`src/rtl/counter_pkg.sv`:
```
// Shared types and constants for the dual up/down counter.
package counter_pkg;

  localparam int unsigned MODE_W = 2;

  typedef enum logic [MODE_W-1:0] {
    MODE_COUNT = 2'b00,
    MODE_SWAP  = 2'b01,
    MODE_LOAD  = 2'b10,
    MODE_HOLD  = 2'b11
  } mode_e;

endpackage

```
`src/rtl/reg_n.sv`:
```
// WIDTH-bit register with asynchronous active-low reset to a chosen value.
module reg_n #(
  parameter int unsigned      WIDTH     = 4,
  parameter logic [WIDTH-1:0] RESET_VAL = '0
) (
  input  logic             i_clk,
  input  logic             i_rst_n,
  input  logic [WIDTH-1:0] i_d,
  output logic [WIDTH-1:0] o_q
);

  logic [WIDTH-1:0] r_q;

  // Capture next value every edge; reset forces the configured value.
  always_ff @(posedge i_clk or negedge i_rst_n) begin
    if (!i_rst_n) begin
      r_q <= RESET_VAL;
    end else begin
      r_q <= i_d;
    end
  end

  assign o_q = r_q;

endmodule

```
`src/rtl/dual_updown_counter.sv`:
```
// Paired up/down counters with count, swap, load and hold operations.
// Bound crossings either wrap (with a one-cycle Wrap pulse) or clamp.
module dual_updown_counter
  import counter_pkg::*;
#(
  parameter int unsigned WIDTH    = 4,
  parameter int unsigned STEP     = 1,
  parameter int unsigned SATURATE = 0
) (
  input  logic              i_clk,
  input  logic              i_rst_n,
  input  logic              i_enable,
  input  logic [MODE_W-1:0] i_mode,
  input  logic [WIDTH-1:0]  i_load_up,
  input  logic [WIDTH-1:0]  i_load_down,
  output logic [WIDTH-1:0]  o_up_count,
  output logic [WIDTH-1:0]  o_down_count,
  output logic              o_up_terminal,
  output logic              o_down_terminal,
  output logic              o_up_wrap,
  output logic              o_down_wrap
);

  localparam logic [WIDTH:0]   L_STEP = (WIDTH + 1)'(STEP);
  localparam logic [WIDTH-1:0] L_MAX  = {WIDTH{1'b1}};
  localparam bit               L_SAT  = (SATURATE != 0);

  logic [WIDTH-1:0] r_up;
  logic [WIDTH-1:0] r_dn;
  logic             r_up_wrap;
  logic             r_dn_wrap;

  logic [WIDTH-1:0] w_up_d;
  logic [WIDTH-1:0] w_dn_d;
  logic             w_up_wrap_d;
  logic             w_dn_wrap_d;
  logic [WIDTH:0]   w_up_sum;
  logic [WIDTH:0]   w_dn_diff;
  mode_e            w_mode;

  assign w_mode = mode_e'(i_mode);

  // Extra top bit holds the carry (up) or borrow (down) of the step.
  assign w_up_sum  = {1'b0, r_up} + L_STEP;
  assign w_dn_diff = {1'b0, r_dn} - L_STEP;

  reg_n #(
    .WIDTH     (WIDTH),
    .RESET_VAL ('0)
  ) u_up_reg (
    .i_clk   (i_clk),
    .i_rst_n (i_rst_n),
    .i_d     (w_up_d),
    .o_q     (r_up)
  );

  reg_n #(
    .WIDTH     (WIDTH),
    .RESET_VAL (L_MAX)
  ) u_dn_reg (
    .i_clk   (i_clk),
    .i_rst_n (i_rst_n),
    .i_d     (w_dn_d),
    .o_q     (r_dn)
  );

  // Next-state decode for both counters and their wrap flags.
  always_comb begin
    w_up_d      = r_up;
    w_dn_d      = r_dn;
    w_up_wrap_d = 1'b0;
    w_dn_wrap_d = 1'b0;
    if (i_enable) begin
      case (w_mode)
        MODE_COUNT: begin
          if (w_up_sum[WIDTH]) begin
            w_up_d      = L_SAT ? L_MAX : w_up_sum[WIDTH-1:0];
            w_up_wrap_d = !L_SAT;
          end else begin
            w_up_d = w_up_sum[WIDTH-1:0];
          end
          if (w_dn_diff[WIDTH]) begin
            w_dn_d      = L_SAT ? '0 : w_dn_diff[WIDTH-1:0];
            w_dn_wrap_d = !L_SAT;
          end else begin
            w_dn_d = w_dn_diff[WIDTH-1:0];
          end
        end
        MODE_SWAP: begin
          w_up_d = r_dn;
          w_dn_d = r_up;
        end
        MODE_LOAD: begin
          w_up_d = i_load_up;
          w_dn_d = i_load_down;
        end
        default: begin
          w_up_d = r_up;
          w_dn_d = r_dn;
        end
      endcase
    end
  end

  // Wrap pulses last exactly one cycle after the crossing edge.
  always_ff @(posedge i_clk or negedge i_rst_n) begin
    if (!i_rst_n) begin
      r_up_wrap <= 1'b0;
      r_dn_wrap <= 1'b0;
    end else begin
      r_up_wrap <= w_up_wrap_d;
      r_dn_wrap <= w_dn_wrap_d;
    end
  end

  assign o_up_count      = r_up;
  assign o_down_count    = r_dn;
  assign o_up_terminal   = (r_up == L_MAX);
  assign o_down_terminal = (r_dn == '0);
  assign o_up_wrap       = r_up_wrap;
  assign o_down_wrap     = r_dn_wrap;

endmodule

```
`config.mk`:
```
export PLATFORM = sky130hd
export DESIGN_NAME = dual_updown_counter
export DESIGN_NICKNAME = d
export VERILOG_FILES = /design/src/rtl/counter_pkg.sv /design/src/rtl/reg_n.sv /design/src/rtl/dual_updown_counter.sv
export SDC_FILE = /design/constraint.sdc
export NUM_CORES = 1
export LEC_CHECK = 0
export ABC_AREA = 1
export ABC_CLOCK_PERIOD_IN_PS = 1230
export CORE_ASPECT_RATIO = 1.1
export CORE_MARGIN = 1.5
export CORE_UTILIZATION = 30
export DETAILED_ROUTE_END_ITERATION = 12
export SLEW_MARGIN = 40
export SYNTH_ARGS = -nofsm -noshare
export SYNTH_HDL_FRONTEND = slang
export SYNTH_SLANG_ARGS = --single-unit
```
`constraint.sdc`:
```
create_clock -name i_clk -period 1.23 [get_ports i_clk]
set_input_delay 0.1845 -clock i_clk [delete_from_list [all_inputs] [get_ports i_clk]]
set_output_delay 0.1845 -clock i_clk [all_outputs]
set_load 0.005 [all_outputs]
```
== Yosys cells after proc, flatten, opt, wreduce, memory -nomap -nowiden ==
Index checks and enable logic that the tools add are counted.

* Add/subtract/negate cells: 2
* Muxes and demuxes: 8
* Equality and inequality tests: 3
* Reduce and logical (&&, ||, !) cells: 4

{| class="wikitable"
|+ Operators by type and width
! cell !! count
|-
| case mux 4 bit (3 select lines) || 2
|-
| 2-to-1 mux 1 bit || 6
|-
| adder 4 x 1 -> 5 bit (second input constant) || 1
|-
| subtractor 4 x 1 -> 5 bit (second input constant) || 1
|-
| == test 4 bit (second input constant) || 1
|-
| logical NOT 4 bit || 1
|-
| nonzero test 3 bit || 1
|-
| == test 2 x 1 -> 1 bit (second input constant) || 1
|-
| == test 2 bit (second input constant) || 1
|-
| logical NOT 2 bit || 1
|-
| AND reduction 2 bit || 1
|}

* Logic and storage cells: 21
* Register bits: 10
* Input port bits: 13
* Output and inout port bits: 12

== Logic depth before layout (Yosys ltp) ==
Gate-level depths: netlist of the first run.

* Word-level depth: 4
* Depth in mapped cells: 7

== By module ==
A second synthesis of the first run with hierarchy kept.

* Cells, all modules: 103
* Area total of the unflattened synthesis: 693.2 µm²

{| class="wikitable"
|+ Modules (own cells, without submodules)
! module !! times used !! area each (µm²) !! cells an instance
|-
| dual_updown_counter || 1 || 488.0 || 95
|-
| reg_n at u_dn_reg || 1 || 105.1 || 4
|-
| reg_n at u_up_reg || 1 || 100.1 || 4
|}

== Worst setup path after synthesis of the first run ==
Ideal clock, no wire load.

* Path kind: reg-to-reg
* From: register u_dn_reg.r_q[0], in the netlist u_dn_reg.o_q[0]
* To: register u_dn_reg.r_q[2], in the netlist u_dn_reg.o_q[2]
* Clock period less this slack: 1.180 ns
* Stages on the path, launching flop included: 7
* Path slack: 0.050 ns
* Arrival time: 1.096 ns
* Cell sequence: dfstp_2 inv_2 ha_1 inv_1 nor2_1 o211ai_1 o21ai_1

* Longest elaborated chain between the ends: 2

{| class="wikitable"
|+ RTL lines
! what !! line !! source
|-
| start, declared || reg_n.sv:12 || <nowiki>logic [WIDTH-1:0] r_q;</nowiki>
|-
| start signal, assigned || reg_n.sv:19 || <nowiki>r_q <= i_d;</nowiki>
|-
| subtractor 4 x 1 -> 5 bit || dual_updown_counter.sv:45 || <nowiki>assign w_dn_diff = {1'b0, r_dn} - L_STEP;</nowiki>
|-
| case mux 4 bit (3 select lines) || dual_updown_counter.sv:74 || <nowiki>case (w_mode)</nowiki>
|}

No other way between the ends.
A chain may end at the register's enable or synchronous reset.

== Worst setup path after layout of the first run ==
* From: register u_dn_reg.r_q[1], in the netlist u_dn_reg.o_q[1]
* To: output o_down_terminal

* Longest elaborated chain between the ends: 1

{| class="wikitable"
|+ RTL lines
! what !! line !! source
|-
| logical NOT 4 bit || dual_updown_counter.sv:119 || <nowiki>assign o_down_terminal = (r_dn == '0);</nowiki>
|-
| end, declared || dual_updown_counter.sv:19 || <nowiki>output logic o_down_terminal,</nowiki>
|}

No other way between the ends.

==> flow_summary_export.csv, run 1 <==
group,metric,value,unit
run_status,outcome,"finished with violations",
run_status,violations,"setup timing",
logic_synthesis,synth_enable_flop_cells,0,
power,p_leak,0.686,nW
logic_synthesis,ys_ff_latch,10,
route,routed_wl,2220,um
timing,rsz0062_at_grt,"true",
setup_path,cpPeakStageDelay,0.55,ns
global_route,grt.overflow.total,0,
timing,hold_violations,0,
setup_path,path_class,"flop to primary output",
min_path,hold_path.class,"primary input to asynchronous set/reset pin",
timing,worst_slew_pin_slew,0.467,ns
power,max-vdd-ir-drop,0.572,mV
power,internal_power,1.14,mW
logic_synthesis,yosys-top-cells-count,"31 x nand2_1, 13 x nand3_1, 9 x nor2_1",
finish,finalNetCount,181,
finish,drive_gt1_frac,0.494,
global_route,antenna_found_initial,0,
place,dp_cells,175,
floorplan,die_x,51.2,um
timing,max_freq,715,MHz
power,clock_power_share,0.177,
place,gp_congestion,0.796,
floorplan,num_rows,19,
global_route,grt_busiest_layer,"met2",
clock_tree,numClockSinks,10,
setup_path,cp.arrival,1.21,ns
setup_path,reg2reg_slack,-0.11,ns
logic_synthesis,synth_area_leader_cell,"dfrtp_1",
power,sw_frac_of_total,0.336,
logic_synthesis,synth.top_cell.area_share,0.196,
timing,finalCritPeriodShare,1.14,
logic_synthesis,synth.avg_cell_area,7.59,sq um
finish,final_util,0.560,
timing,hold_ws,0.242,ns
timing,worst_slack,-0.169,ns
run,cap_violations,0,
finish,final_cell_count_no_fill,191,
route,drtPass1Iterations,4,
timing,final-max-slew-violation-count,0,
finish,final_area,1380,sq um
setup_path,startpoint_type,"flop",
floorplan,start_util,0.310,
clock_tree,htree_levels,1,
setup_path,reg2reg_depth,7,
logic_synthesis,synth_area_leaders,"dfrtp_1 20%, nand2_1 15%, dfstp_2 14%",
logic_synthesis,syn_nets,121,
clock_tree,clock_latency,0.27,ns
floorplan,die_area,2870,sq um
global_route,grtUsageMet3,0.0215,
route,drt_iter0_markers,17,
finish,fillCellCount,249,
setup_path,cp_slowest_cell,"dfstp_2",
setup_path,rr_endpoint,"u_dn_reg.o_q[2]$_DFFE_PN1P_",
place,portBuffers,24,
timing,setup_viol,6,
timing,skew,0.00826,ns
power,p_per_area,1240,nW/um^2
setup_path,end_kind,"primary output",
power,seq_power_share,0.266,
logic_synthesis,synth.most_common_cell,"nand2_1",
setup_path,critical_path_required,1.05,ns
logic_synthesis,async_flop_share,1.00,
logic_synthesis,synth-seq-area-share,0.333,
finish,area_growth,80.4,%
global_route,met1_usage,0.223,
floorplan,fp.coreArea,2470,sq um
logic_synthesis,synthFlopType,"dfrtp_1",
route,via_count,906,
floorplan,dieHeight,56.0,um
finish,antennaDiodeCount,0,
power,power_switching,0.579,mW
place,hpwl,1580,um
global_route,grt_pass1_wl,3850,um
logic_synthesis,synthesis.area,767,sq um
power,pwr-share-comb,0.557,
global_route,grt_max_degree,11,
clock_tree,cts-root-buf,"clkbuf_4",
clock_tree,numCtsBuffers,3,
global_route,use_met2,0.295,
setup_path,crit_fanout,2,
clock_tree,cts_buffer_depth,2,
logic_synthesis,netlist_instances,101,
setup_path,r2r-start,"u_dn_reg.o_q[0]$_DFFE_PN1P_",
timing,post-route-min-period,1.40,ns
timing,relSlewSlack,0.688,
global_route,grt_pass1_vias,898,
logic_synthesis,yosysWarnings,0,
place,dpl-instance-area,1190,sq um
floorplan,ios,25,
timing,setup_tns,-0.528,ns
route,drt-vias-per-instance,4.74,
setup_path,crit_chain,"inv_2 -> ha_4 -> nand2_2 -> nor2_2 -> buf_2",
clock_tree,clk_pin_slew_worst_paths,0.08,ns
route,drcViolationCount,0,
logic_synthesis,yosysUniqueCellTypes,20,
route,avgRoutedWirePerCell,11.6,um
route,antenna_left,0,
clock_tree,cts_tree,"built",
global_route,grt.total_usage,0.176,
-- placed cells by master, fill, tap and decap left out, drive strengths merged --
cell type / instances
clkbuf: 4
o211ai: 3
nand2: 31
dlygate4sd2: 3
nor2: 11
o21ai: 4
clkdlybuf4s15: 3
a21oi: 4
buf: 41
ha: 7
inv: 11
clkdlybuf4s50: 10
nand3: 15
dfrtp: 6
dfstp: 4
dlymetal6s2s: 2
nand4: 1
-- power groups by stage --
| stage | Combinational (mW) | Sequential [mW] | Clock [mW] |
|---|---|---|---|
| global route | 1.05 | 0.469 | 0.334 |
| floorplan | 0.290 | 0.500 | 0 |
| CTS | 0.881 | 0.458 | 0.317 |
| finish | 0.959 | 0.458 | 0.304 |
| global placement | 0.755 | 0.462 | 0 |
| detailed placement | 0.763 | 0.464 | 0 |
-- per-stage QoR --
step	total power [mW]	setup WS [ns]
after floorplan	0.791	0.0497
after global placement	1.22	-0.379
after detailed placement	1.23	-0.390
after CTS	1.66	-0.168
after global routing	1.86	-0.223
final	1.72	-0.169
-- critical path: cells and delay by family (launching register included) --
| family | cells | cell delay [ns] |
|---|---|---|
| adder cells (fa/ha/maj) | 1 | 0.15 |
| AND/OR/NAND/NOR | 2 | 0.08 |
| flip-flops | 1 | 0.55 |
| buffers and inverters | 2 | 0.16 |
-- state kept, by name, indices dropped and copies added (netlist names) --
register	cells
u_up_reg.o_q	4
o_up_wrap	1
u_dn_reg.o_q	4
o_down_wrap	1
-- worst max-delay path by stage --
stage                                             end  depth (start not counted)                         from
after global routing                  o_down_terminal                          5  u_dn_reg.o_q[0]$_DFFE_PN1P_
after floorplan           u_dn_reg.o_q[2]$_DFFE_PN1P_                          6  u_dn_reg.o_q[0]$_DFFE_PN1P_
after CTS                             o_down_terminal                          5  u_dn_reg.o_q[0]$_DFFE_PN1P_
final                                 o_down_terminal                          5  u_dn_reg.o_q[1]$_DFFE_PN1P_
after detailed placement  u_up_reg.o_q[1]$_DFFE_PN0P_                          6                    i_mode[0]
after global placement    u_up_reg.o_q[3]$_DFFE_PN0P_                          7                    i_mode[0]
-- layer usage --
metal | vias up | wire length (um)
li1 | 444 | -
met2 | 37 | 1130
met4 | 0 | 42
met3 | 4 | 129
met5 | - | 0
met1 | 421 | 926
-- what timing repair did --
item                       CTS  global route
setup buffers                9             6
resized for setup           50            17
hold buffers                 0             0
pin swaps                    7            11
setup endpoints to repair   21            15
-- cell families (layout without fill, tap and decap cells) --
kind of cell / after synthesis / after routing / synth area share
buffers and inverters: 15 / 74 / 0.0962
AND/OR/NAND/NOR: 58 / 58 / 0.338
adder cells (fa/ha/maj): 7 / 7 / 0.114
flip-flops: 10 / 10 / 0.333
AO/OA/AOI/OAI: 11 / 11 / 0.119
-- area by class of cell --
cell class                      instances  area, sq um  share of cell area
Inverter                               11         43.8              0.0316
Clock buffer                            4         36.3              0.0262
Sequential cell                        10          255               0.184
Timing Repair Buffer                   59          519               0.375
Multi-Input combinational cell         76          490               0.354
Tap cell                               31         38.8              0.0280
No activity file was read; power rests on OpenSTA's default activity.
==> run 2, diff against run 1 <==
--- a/config.mk
+++ b/config.mk
@@ -6,11 +6,13 @@
 export NUM_CORES = 1
 export LEC_CHECK = 0
 export ABC_AREA = 1
-export ABC_CLOCK_PERIOD_IN_PS = 1230
+export ABC_CLOCK_PERIOD_IN_PS = 1200
+export CAP_MARGIN = 20
 export CORE_ASPECT_RATIO = 1.1
 export CORE_MARGIN = 1.5
 export CORE_UTILIZATION = 30
 export DETAILED_ROUTE_END_ITERATION = 12
+export HOLD_SLACK_MARGIN = 0.15
 export SLEW_MARGIN = 40
 export SYNTH_ARGS = -nofsm -noshare
 export SYNTH_HDL_FRONTEND = slang
==> constraint.sdc (replaced) <==
create_clock -name i_clk -period 1.2 [get_ports i_clk]
set_input_delay 0.18 -clock i_clk [delete_from_list [all_inputs] [get_ports i_clk]]
set_output_delay 0.18 -clock i_clk [all_outputs]
set_load 0.005 [all_outputs]
==> run 2 against run 1 <==
The run still ends with setup timing left. First-iteration DRC count decreased by 29%. Critical endpoint unchanged. Global-route usage decreased by 0.74 points. Core utilization decreased by 2.7 points. Sequential share of layout area increased by 0.95 points. Die area unchanged. Largest cell class is now multi-input gates. Combinational power decreased by 9.5%. Via count decreased by 6.2%. Highest routed layer unchanged. Worst setup slack got worse by 0.021 ns. Critical path depth unchanged. Sequential cell count unchanged. Hold slack got worse by 0.0080 ns.
==> flow_summary_export.csv, run 2 (synthesized netlist as in run 1, its figures left out) <==
group,metric,value,unit
run_status,outcome,"finished with violations",
run_status,violations,"setup timing",
timing,rsz0062_at_grt,"true",
clock_tree,htree_levels,1,
timing,max_freq,720,MHz
setup_path,cp_slowest_cell,"dfstp_2",
route,avgRoutedWirePerCell,11.0,um
clock_tree,clock_latency,0.27,ns
timing,worst_slew_pin_slew,0.465,ns
floorplan,num_rows,19,
setup_path,cp.arrival,1.21,ns
route,drt_iter0_markers,12,
finish,antennaDiodeCount,0,
setup_path,crit_fanout,2,
floorplan,die_x,51.2,um
floorplan,die_area,2870,sq um
route,via_count,850,
place,hpwl,1570,um
finish,finalNetCount,174,
global_route,grt_pass1_wl,3630,um
floorplan,fp.coreArea,2470,sq um
global_route,grt.overflow.total,0,
route,routed_wl,2030,um
setup_path,end_kind,"primary output",
setup_path,critPathTopFamily,"flip-flops",
timing,post-route-min-period,1.39,ns
route,drt-vias-per-instance,4.62,
finish,fillCellCount,240,
global_route,grt.total_usage,0.169,
setup_path,path_buf_inv,2,
finish,final_common_cell,"nand2_1",
min_path,hold_path.class,"primary input to asynchronous set/reset pin",
timing,setup_viol,8,
setup_path,cpPeakStageDelay,0.54,ns
place,portBuffers,24,
route,drtPass1Iterations,4,
global_route,grt_max_degree,11,
power,p_total,1.66,mW
setup_path,reg2reg_depth,7,
timing,finalCritPeriodShare,1.16,
floorplan,start_util,0.310,
finish,multi_input_area,503,sq um
clock_tree,ctsHoldBuffers,0,
timing,worst_slack,-0.190,ns
clock_tree,numClockSinks,10,
clock_tree,numCtsBuffers,3,
setup_path,cp.depth,5,
clock_tree,clk_pin_slew_worst_paths,0.07,ns
place,gp_congestion,0.796,
timing,relSlewSlack,0.689,
setup_path,startpoint_type,"flop",
setup_path,crit_chain,"inv_2 -> ha_4 -> nand2_2 -> nor2_2 -> buf_2",
setup_path,critical_path_required,1.02,ns
clock_tree,cts-root-buf,"clkbuf_4",
timing,skew,0.00825,ns
finish,drive_gt1_frac,0.477,
timing,hold_violations,0,
place,post-place-ws,-0.425,ns
power,max-vdd-ir-drop,0.721,mV
power,p_leak,0.644,nW
timing,final-max-slew-violation-count,0,
floorplan,dieHeight,56.0,um
finish,regArea,255,sq um
finish,layout_common_cells,"29 x nand2_1, 20 x buf_4, 12 x nand3_1, 10 x clkdlybuf4s50_1",
route,antenna_left,0,
run,cap_violations,0,
clock_tree,cts_buffer_depth,2,
setup_path,path_class,"flop to primary output",
floorplan,ios,25,
global_route,antenna_found_initial,0,
route,drcViolationCount,0,
power,p_per_area,1260,nW/um^2
clock_tree,cts_tree,"built",
global_route,grt_pass1_vias,875,
timing,hold_ws,0.234,ns
finish,area_growth,71.6,%
==> run 2: cell count changes in the layout (fill, tap and decap cells not counted), sizes merged <==
cell | before | now
buf | 41 | 32
clkbuf | 4 | 7
dlygate4sd2 | 3 | 5
dlymetal6s2s | 2 | 0
clkdlybuf4s15 | 3 | 2
==> run 2: layout make-up <==
cell class | count | share of cell area
flip-flops and latches | 10 | 0.194
multi-input cells | 76 | 0.382
well taps | 31 | 0.0295
repair buffers | 52 | 0.336
inverters | 11 | 0.0314
clock buffers | 4 | 0.0276
==> run 2: worst register-to-register path: stages (launching register included) <==
cell and delay, ns:
dfstp_2 0.54, inv_2 0.05, buf_4 0.15, ha_2 0.18, inv_2 0.05, nor2_1 0.05, o211ai_1 0.14, o21ai_1 0.08
==> run 2: final timing paths <==
kind                                        startpoint                     endpoint  slack (ns)
setup / recovery           u_dn_reg.o_q[0]$_DFFE_PN1P_              o_down_terminal       -0.19
hold / removal                                 i_rst_n  u_up_reg.o_q[1]$_DFFE_PN0P_        0.23
setup reg to reg           u_dn_reg.o_q[0]$_DFFE_PN1P_  u_dn_reg.o_q[2]$_DFFE_PN1P_       -0.11
hold reg to reg            u_up_reg.o_q[3]$_DFFE_PN0P_  u_up_reg.o_q[3]$_DFFE_PN0P_        0.61
max in group asynchronous                      i_rst_n  u_dn_reg.o_q[2]$_DFFE_PN1P_        0.64
min in group i_clk                           i_mode[0]          o_up_wrap$_DFF_PN0_        0.48
==> run 2: per-stage QoR <==
step / cells / utilization / TNS, ns / cell area (sq um)
after floorplan: 101 / - / 0 / 767
after global placement: 175 / 0.480 / -3.77 / 1190
after detailed placement: 175 / 0.480 / -3.97 / 1190
after CTS: 184 / 0.519 / -0.923 / 1280
after global routing: 184 / 0.532 / -1.27 / 1320
final: 184 / 0.532 / -0.787 / 1320
==> run 2: where the power goes <==
part	leakage [nW]	switching [mW]	total (mW)	internal [mW]
registers	0.119	0.0570	0.484	0.427
clock network	0.0210	0.125	0.310	0.184
logic	0.504	0.390	0.868	0.478
total	0.644	0.572	1.66	1.09
==> run 2: per-layer routing <==
metal | routed length (um) | vias up | global-route usage
li1 | - | 432 | -
met1 | 911 | 389 | 0.210
met2 | 980 | 25 | 0.273
met3 | 88 | 4 | 0.0215
met4 | 50 | 0 | 0.102
met5 | 0 | - | 0
==> run 2: repair_timing <==
action | 4_1_cts | 5_1_grt
setup endpoints to repair | 21 | 14
resized for setup | 49 | 18
cloned | 0 | 0
pin swaps | 10 | 9
setup buffers | 6 | 4
==> run 3, diff against run 2 <==
--- a/config.mk
+++ b/config.mk
@@ -12,7 +12,9 @@
 export CORE_MARGIN = 1.5
 export CORE_UTILIZATION = 30
 export DETAILED_ROUTE_END_ITERATION = 12
+export GPL_ROUTABILITY_DRIVEN = 0
 export HOLD_SLACK_MARGIN = 0.15
+export PLACE_DENSITY_LB_ADDON = 0.05
 export SLEW_MARGIN = 40
 export SYNTH_ARGS = -nofsm -noshare
 export SYNTH_HDL_FRONTEND = slang
==> run 3 against run 2 <==
The run still ends with setup timing left. Highest routed layer unchanged. Combinational power is 23% higher. Worst setup slack worse by 0.0097 ns. Non-clock buffer count is 12 higher. First-iteration DRC count is 75% lower. Count of clock-buffer cells in the layout stayed put. Fmax is 0.70% lower. Largest cell class is now buffers. Sequential power is 1% lower. Core utilization is 5.9 points higher.
==> flow_summary_export.csv, run 3 (synthesized netlist as in run 1, its figures left out) <==
group,metric,value,unit
run_status,violations,"setup timing",
route,avgRoutedWirePerCell,12.4,um
timing,final-max-slew-violation-count,0,
place,hpwl,1770,um
global_route,grt_pass1_wl,3910,um
floorplan,ios,25,
setup_path,critPathTopFamily,"flip-flops",
finish,antennaDiodeCount,0,
finish,final_common_cell,"buf_4",
timing,relSlewSlack,0.865,
timing,rsz0062_at_grt,"true",
run,cap_violations,0,
setup_path,cp_slowest_cell,"dfstp_2",
run_status,outcome,"finished with violations",
finish,area_growth,90.7,%
global_route,antenna_found_initial,0,
route,routed_wl,2420,um
setup_path,crit_chain,"inv_2 -> ha_4 -> nand2_2 -> nor2_1 -> buf_2",
setup_path,crit_fanout,2,
timing,hold_ws,0.187,ns
finish,finalNetCount,186,
route,drtPass1Iterations,4,
clock_tree,cts_buffer_depth,2,
clock_tree,numCtsBuffers,3,
min_path,hold_path.class,"primary input to asynchronous set/reset pin",
global_route,grt_pass1_vias,882,
timing,setup_tns,-0.694,ns
clock_tree,numClockSinks,10,
place,post-place-ws,-0.455,ns
global_route,grt.total_usage,0.184,
timing,post-route-min-period,1.40,ns
setup_path,critical_path_required,1.02,ns
timing,max_freq,715,MHz
route,drt-vias-per-instance,4.60,
setup_path,end_kind,"primary output",
floorplan,die_area,2870,sq um
clock_tree,clock_latency,0.28,ns
route,drcViolationCount,0,
timing,skew,0.0114,ns
route,drt_iter0_markers,3,
setup_path,path_buf_inv,2,
power,p_per_area,1280,nW/um^2
clock_tree,cts_tree,"built",
setup_path,path_class,"flop to primary output",
floorplan,dieHeight,56.0,um
route,antenna_left,0,
place,portBuffers,24,
clock_tree,cts-root-buf,"clkbuf_4",
clock_tree,clk_pin_slew_worst_paths,0.09,ns
timing,setup_viol,9,
finish,drive_gt1_frac,0.564,
power,max-vdd-ir-drop,0.788,mV
global_route,grt_max_degree,11,
timing,worst_slew_pin_slew,0.202,ns
timing,finalCritPeriodShare,1.17,
clock_tree,htree_levels,1,
floorplan,fp.coreArea,2470,sq um
timing,hold_violations,0,
power,p_leak,0.718,nW
setup_path,r2r-start,"u_dn_reg.o_q[1]$_DFFE_PN1P_",
floorplan,die_x,51.2,um
timing,worst_slack,-0.200,ns
floorplan,num_rows,19,
global_route,grt.overflow.total,0,
route,via_count,901,
power,p_total,1.87,mW
setup_path,critPathLaunch,"u_dn_reg.o_q[0]$_DFFE_PN1P_",
finish,layout_common_cells,"29 x buf_4, 27 x nand2_1, 13 x buf_6, 10 x nand3_1, 10 x clkdlybuf4s50_1",
setup_path,cp.arrival,1.22,ns
floorplan,start_util,0.310,
setup_path,cpPeakStageDelay,0.54,ns
setup_path,startpoint_type,"flop",
run 3: worst paths after layout:
check / cells after the start / slack, ns / to
min in group i_clk: 5 / 0.45 / o_up_wrap$_DFF_PN0_
worst min register to register: 2 / 0.58 / u_up_reg.o_q[3]$_DFFE_PN0P_
worst max register to register: 9 / -0.07 / u_dn_reg.o_q[3]$_DFFE_PN1P_
max in group asynchronous: 2 / 0.78 / u_dn_reg.o_q[1]$_DFFE_PN1P_
worst max-delay path: 5 / -0.20 / o_down_terminal
worst min-delay path: 2 / 0.19 / o_down_wrap$_DFF_PN0_
run 3: layer usage:
metal,track usage,share of wire,vias up
met4,0.0677,0.012,0
met2,0.323,0.52,17
li1,-,-,454
met5,0,0,-
met3,0.0323,0.036,4
met1,0.220,0.43,426
run 3: worst reg2reg max path, stage by stage (launching register included):
cell and delay (ns):
dfstp_2 0.37, buf_4 0.12, buf_6 0.10, buf_6 0.11
buf_6 0.12, nor2_4 0.09, nand2_1 0.05, nand2_1 0.07
nand3_2 0.06, a21oi_2 0.13
run 3: through the flow:
step | util | std cells | area, sq um
after floorplan | - | 101 | 767
after global placement | 0.489 | 178 | 1210
after detailed placement | 0.489 | 178 | 1210
after CTS | 0.565 | 193 | 1400
after global routing | 0.592 | 196 | 1460
final | 0.592 | 196 | 1460
run 3: repair_timing:
action,in CTS,in global routing
pin swaps,10,11
resized for setup,56,23
setup buffers,13,4
setup endpoints to repair,21,13
hold buffers,0,0
run 3: where the power goes:
| group | switching, mW | internal, mW |
|---|---|---|
| combinational | 0.463 | 0.602 |
| sequential | 0.0530 | 0.425 |
| clock | 0.145 | 0.185 |
run 3: area by class of cell:
| type | instances | area [sq um] |
|---|---|---|
| clock buffers | 4 | 36.3 |
| well taps | 31 | 38.8 |
| fillers | 244 | 1010 |
| inverters | 11 | 43.8 |
| multi-input cells | 76 | 543 |
| repair buffers | 64 | 546 |
| flip-flops and latches | 10 | 255 |
